`src/rtl/pipeline_hazard_unit.sv`:
```
// pipeline_hazard_unit: scoreboard-driven forwarding, stall, bubble and flush control
module pipeline_hazard_unit #(
  parameter int REG_ADDR_W = 4,
  parameter int MEM_LAT = 1,
  parameter int ZERO_REG_EN = 1,
  parameter int CNT_W = 16,
  localparam int NSLOT = MEM_LAT + 2,
  localparam int FWD_W = $clog2(NSLOT)
) (
  input  logic clk,
  input  logic reset,
  input  logic hold,
  input  logic dec_valid,
  input  logic [REG_ADDR_W-1:0] dec_rs1,
  input  logic [REG_ADDR_W-1:0] dec_rs2,
  input  logic dec_rs1_used,
  input  logic dec_rs2_used,
  input  logic [REG_ADDR_W-1:0] dec_rd,
  input  logic dec_wre,
  input  logic dec_is_load,
  input  logic dec_is_branch,
  input  logic branch_taken,
  output logic stall,
  output logic bubble,
  output logic flush_fd,
  output logic [FWD_W-1:0] fwd_ex_a,
  output logic [FWD_W-1:0] fwd_ex_b,
  output logic [FWD_W-1:0] fwd_dec_a,
  output logic [FWD_W-1:0] fwd_dec_b,
  output logic [CNT_W-1:0] stall_count,
  output logic [CNT_W-1:0] flush_count
);
  localparam logic [NSLOT-1:0] LU_MASK = {NSLOT{1'b1}} >> 2;
  localparam logic [NSLOT-1:0] BR_MASK = {NSLOT{1'b1}} >> 1;
  logic [NSLOT-1:0] sv, sw, sl;
  logic [NSLOT-1:0][REG_ADDR_W-1:0] srd;
  logic [REG_ADDR_W-1:0] ex_rs1, ex_rs2;
  logic ex_u1, ex_u2;
  logic [NSLOT-1:0] ha, hb, hea, heb;
  logic lu_stall, br_stall, take;

  function automatic logic [NSLOT-1:0] hit(input logic [REG_ADDR_W-1:0] r);
    logic [NSLOT-1:0] h;
    for (int k = 0; k < NSLOT; k++)
      h[k] = sv[k] & sw[k] & (srd[k] == r) & !(ZERO_REG_EN != 0 && r == '0);
    return h;
  endfunction

  // youngest writer wins; a load still short of writeback yields no forward
  function automatic logic [FWD_W-1:0] pick(input logic [NSLOT-1:0] m, input logic [NSLOT-1:0] ld);
    logic [FWD_W-1:0] s;
    s = '0;
    for (int k = NSLOT - 1; k >= 1; k--)
      if (m[k]) s = (ld[k] && k != NSLOT - 1) ? '0 : FWD_W'(k);
    return s;
  endfunction

  assign ha = hit(dec_rs1) & {NSLOT{dec_rs1_used}};
  assign hb = hit(dec_rs2) & {NSLOT{dec_rs2_used}};
  assign hea = hit(ex_rs1) & {NSLOT{sv[0] & ex_u1}};
  assign heb = hit(ex_rs2) & {NSLOT{sv[0] & ex_u2}};
  assign lu_stall = dec_valid & |((ha | hb) & sl & LU_MASK);
  assign br_stall = dec_valid & dec_is_branch & (ha[0] | hb[0] | |((ha | hb) & sl & BR_MASK));
  assign stall = hold | lu_stall | br_stall;
  assign bubble = stall & !hold;
  assign flush_fd = dec_valid & dec_is_branch & branch_taken & !stall;
  assign take = dec_valid & !stall;
  assign fwd_ex_a = pick(hea, sl);
  assign fwd_ex_b = pick(heb, sl);
  assign fwd_dec_a = dec_is_branch ? pick(ha, sl) : '0;
  assign fwd_dec_b = dec_is_branch ? pick(hb, sl) : '0;

  always_ff @(posedge clk or posedge reset)
    if (reset) begin
      sv <= '0;
      sw <= '0;
      sl <= '0;
      srd <= '0;
      ex_rs1 <= '0;
      ex_rs2 <= '0;
      ex_u1 <= 1'b0;
      ex_u2 <= 1'b0;
      stall_count <= '0;
      flush_count <= '0;
    end else if (!hold) begin
      sv <= {sv[NSLOT-2:0], take};
      sw <= {sw[NSLOT-2:0], dec_wre};
      sl <= {sl[NSLOT-2:0], dec_is_load};
      srd <= {srd[NSLOT-2:0], dec_rd};
      ex_rs1 <= dec_rs1;
      ex_rs2 <= dec_rs2;
      ex_u1 <= dec_rs1_used;
      ex_u2 <= dec_rs2_used;
      if (bubble && !(&stall_count)) stall_count <= stall_count + 1'b1;
      if (flush_fd && !(&flush_count)) flush_count <= flush_count + 1'b1;
    end
endmodule

```
`config.mk`:
```
export PLATFORM = sky130hd
export DESIGN_NAME = pipeline_hazard_unit
export DESIGN_NICKNAME = d
export VERILOG_FILES = /design/src/rtl/pipeline_hazard_unit.sv
export SDC_FILE = /design/constraint.sdc
export NUM_CORES = 1
export LEC_CHECK = 0
export CAP_MARGIN = 20
export CORE_MARGIN = 2
export CORE_UTILIZATION = 53
export DETAILED_ROUTE_END_ITERATION = 12
export GPL_TIMING_DRIVEN = 0
export PLACE_DENSITY = 0.81
export RECOVER_POWER = 25
export SLEW_MARGIN = 20
export SYNTH_ARGS = -nofsm -noshare
export SYNTH_HDL_FRONTEND = slang
export SYNTH_SLANG_ARGS = --single-unit
export TNS_END_PERCENT = 5
```
`constraint.sdc`:
```
create_clock -name clk -period 4.1 [get_ports clk]
set_input_delay 1.23 -clock clk [delete_from_list [all_inputs] [get_ports clk]]
set_output_delay 1.23 -clock clk [all_outputs]
set_load 0.005 [all_outputs]
```
==> summary.txt <==
Status
  – Status: finished with violations
  – Failing checks: setup timing

Placed design
  – I/O Buffers: 57
  – DPL Wire Length: between 6 and 7 mm
  – Gpl congestion: roughly 0.87
  – Place WS: -1.042 ns
  – Area of placed instances: ~0.0043 mm2
  – Post-Place Cells: 468

Cells and area
  – Post-route cell area: 0.004691 mm2
  – Area Growth Syn to Fin: 30.35%
  – Post-layout util: 0.7021
  – Ant. Diodes: 0
  – Number of fill cells in the layout: 493
  – Non-filler cells, final: about 500
  – Area of the multi-input gates: slightly below 0.002 mm2
  – Share of cells above drive strength 1: 0.2494
  – Nets: 436
  – Sequential cell area: ~0.0016 mm2

Logic synthesis
  – Synth Flop Type: dfrtp_1
  – Synth Net Count: 354
  – Yosys reg bits: 62
  – Synth unique cells: 47
  – Ys Warns: 0
  – Synth top cells by count: dfrtp_1, xnor2_1, mux2_2
  – Synth area leader: dfrtp_1
  – EDFF count, synth: 0
  – Synth Instances: 330
  – Synthesized cell area: around 0.0036 mm2
  – Yosys top cell area share: 0.4312
  – Sequential-to-total area share from yosys stat: 0.4312
  – Post-synth ARST share: 1.000
  – Average cell area after synthesis: 10.90 um2
  – Synth top area cells: dfrtp_1, xnor2_1, mux2_2, xor2_1, nand3_1
  – Most numerous cell in the Yosys netlist: dfrtp_1

Power
  – Power density cells: around 360 mW/mm2
  – Leak: between 1.5 and 2 nW
  – Sequential Power Share: 0.437
  – NetSw: 461.8 uW
  – Sw Share: 0.2740
  – Comb pwr share: 0.212
  – Max IR drop VDD: approximately 230 uV
  – Clk pwr share: 0.351
  – P_int: 1.224 mW

CTS
  – Root Driver: clkbuf_8
  – Clock Tree Buf Depth: 2
  – Num CTS Buffers: 9
  – CTS tree: built
  – Clock sinks: between 60 and 70
  – Clock slew at reported path FFs: 0.07 ns
  – Clk_lat worst skew: 0.34 ns
  – H-tree levels: 3
  – Cts hold-fix bufs: 0

Global routing
  – GRT Total Usage: 0.2366
  – Vias in the first global route: roughly 2800
  – GRT Residual Overflow: 0
  – First-pass GRT wire length: 13.68 mm
  – Initial antenna violation count: 0
  – Largest net degree at the start of global routing: 33

Die
  – Die area: 0.007465 mm2
  – Initial Utilization: 0.5386
  – Ports: between 60 and 70
  – Chip height: approximately 86 um
  – Die W: 86.40 um
  – Row count: 30
  – Core Area: 0.006681 mm2

Worst setup path
  – CP arrival: 3.01 ns
  – Levels on crit path: 8
  – FF-to-FF path depth: 9
  – Buf/Inv on CP: 3
  – CP Data Required Time: 2.87 ns
  – Crit path max fanout: 18
  – Crit-path cells: clkbuf_4 > xnor2_1 > nand2_1 > or4_4 > a21o_1 > buf_6 > and3_1 > dlygate4sd2_1
  – Cell family contributing the most delay on the critical path: simple AND/OR/NAND/NOR gates
  – Largest stage delay, worst path: 0.58 ns
  – Critical path endpoint category: output pin
  – Nature of the critical path startpoint: input pin
  – Crit-path slowest cell: or4_4
  – Setup Crit Path Kind: in2out

STA
  – Max Fclk: between 200 and 250 MHz
  – Worst-Margin Slew: roughly 1.4 ns
  – Fin. Hold Viols: 0
  – Unrepaired setup endpoints after global routing: yes
  – Setup-failing EPs final: 1
  – Final period util: 1.034
  – Clk_skew: between 0.008 and 0.009 ns
  – Min Clock Period, post-route: 4.241 ns
  – Slew margin rel.: 0.05333
  – Slack of the critical path: -0.1405 ns
  – Max-slew violations: 0
  – Hold_ws: between 0.4 and 0.5 ns

Drt
  – Antenna Violating Nets Remaining: 0
  – WL per Instance: 17.69 um
  – Post-Route WL: approximately 8.8 mm
  – DRC: 0
  – Vias: about 2900
  – DRT iter0 DRCs: 182
  – Via density: approximately 5.9
  – 1st-pass router iterations: 4

Min path
  – Hold Path Class: reg2reg
  – Hold path cells: 1

Run
  – Max Cap Violations: 0
cells in the final DEF, fill, tap and decap left out, types with 3 or more instances in the layout:
cell type	netlist	routed
o2111ai_1	4	3
nand4b_1	3	3
nor4_1	5	4
o41ai_1	3	3
xor2_1	20	20
and2_1	4	4
xnor2_2	1	5
and3_1	10	10
nor3b_1	3	3
clkbuf_8	0	10
clkbuf_1	5	6
nand2_1	16	16
a21oi_2	5	4
nand4_1	11	11
xnor2_1	48	44
and4_1	4	4
nand3_1	24	23
clkdlybuf4s50_1	0	46
mux2_2	31	31
nor3_1	10	10
dfrtp_1	62	62
clkbuf_2	0	4
nor2_1	12	11
dlymetal6s2s_1	0	3
buf_4	3	19
buf_6	5	6
clkbuf_4	0	3
dlygate4sd2_1	0	3
metal layers:
layer | global-route usage | part of all wire | up-vias
li1 | - | - | 1356
met4 | 0.1009 | 0.014 | 0
met5 | 0 | 0 | -
met1 | 0.3099 | 0.43 | 1463
met2 | 0.3874 | 0.50 | 107
met3 | 0.04190 | 0.050 | 11
power by group through the flow:
stage / Combinational [mW] / Sequential (mW) / Clock [mW]
final: 0.357 / 0.737 / 0.591
after global routing: 0.385 / 0.745 / 0.626
after CTS: 0.342 / 0.735 / 0.600
after global placement: 0.313 / 0.740 / 0
after floorplan: 0.219 / 0.730 / 0
after detailed placement: 0.329 / 0.745 / 0
worst reg2reg max path: stages, from the launching register on:
cell and delay [ns]:
dfrtp_1 0.38, buf_6 0.15, xnor2_2 0.16, nand3_2 0.10
or4_4 0.60, a21oi_4 0.20, buf_4 0.14, buf_4 0.13
o21ai_1 0.12, mux2_2 0.31
flip-flops by register name, summed over array words and instances, names as in the netlist:
name and cells:
flush_count 16, stall_count 16, srd 12, ex_rs1 4
ex_rs2 4, sv 3, sw 3, sl 2
ex_u1 1, ex_u2 1
logic make-up after synthesis:
group                      Yosys count  synth area share
and+or+nand+nor                    111            0.1725
AOI/OAI and AO/OA                   28           0.07650
DFF                                 62            0.4312
xor gates and xnor gates            69            0.1700
buffers and inverters               26           0.04277
muxes                               32            0.1001
adders and majority gates            2          0.006953
timing repair:
item / in CTS / in global routing
gates resized for setup: 18 / 24
setup buffers: 9 / 6
pin swaps: 6 / 7
setup endpoints to repair: 7 / 6
metrics by stage:
step	total power, mW	setup TNS (ns)
finish	1.685	-0.1405
global route	1.757	-0.2588
CTS	1.677	-0.4690
detailed placement	1.074	-3.783
global placement	1.053	-3.721
floorplan	0.9492	0
layout make-up:
type | count | share of cell area
Multi-Input combinational cell | 242 | 0.4225
Clock inverter | 4 | 0.01494
Clock buffer | 12 | 0.03094
Tap cell | 80 | 0.02134
Inverter | 3 | 0.002667
Buffer | 21 | 0.03174
Sequential cell | 62 | 0.3308
Timing Repair Buffer | 73 | 0.1451
worst paths after layout:
check / start / to / slack [ns]
min: stall_count[10] / stall_count[10] / 0.49
max: dec_rs1[1] / flush_fd / -0.14
max reg2reg: srd[6] / stall_count[1] / 1.70
max in group asynchronous: reset / stall_count[1] / 0.54
min reg2reg: stall_count[10] / stall_count[10] / 0.49
min in group asynchronous: reset / flush_count[15] / 1.65
No activity file was read; power rests on OpenSTA's default activity.
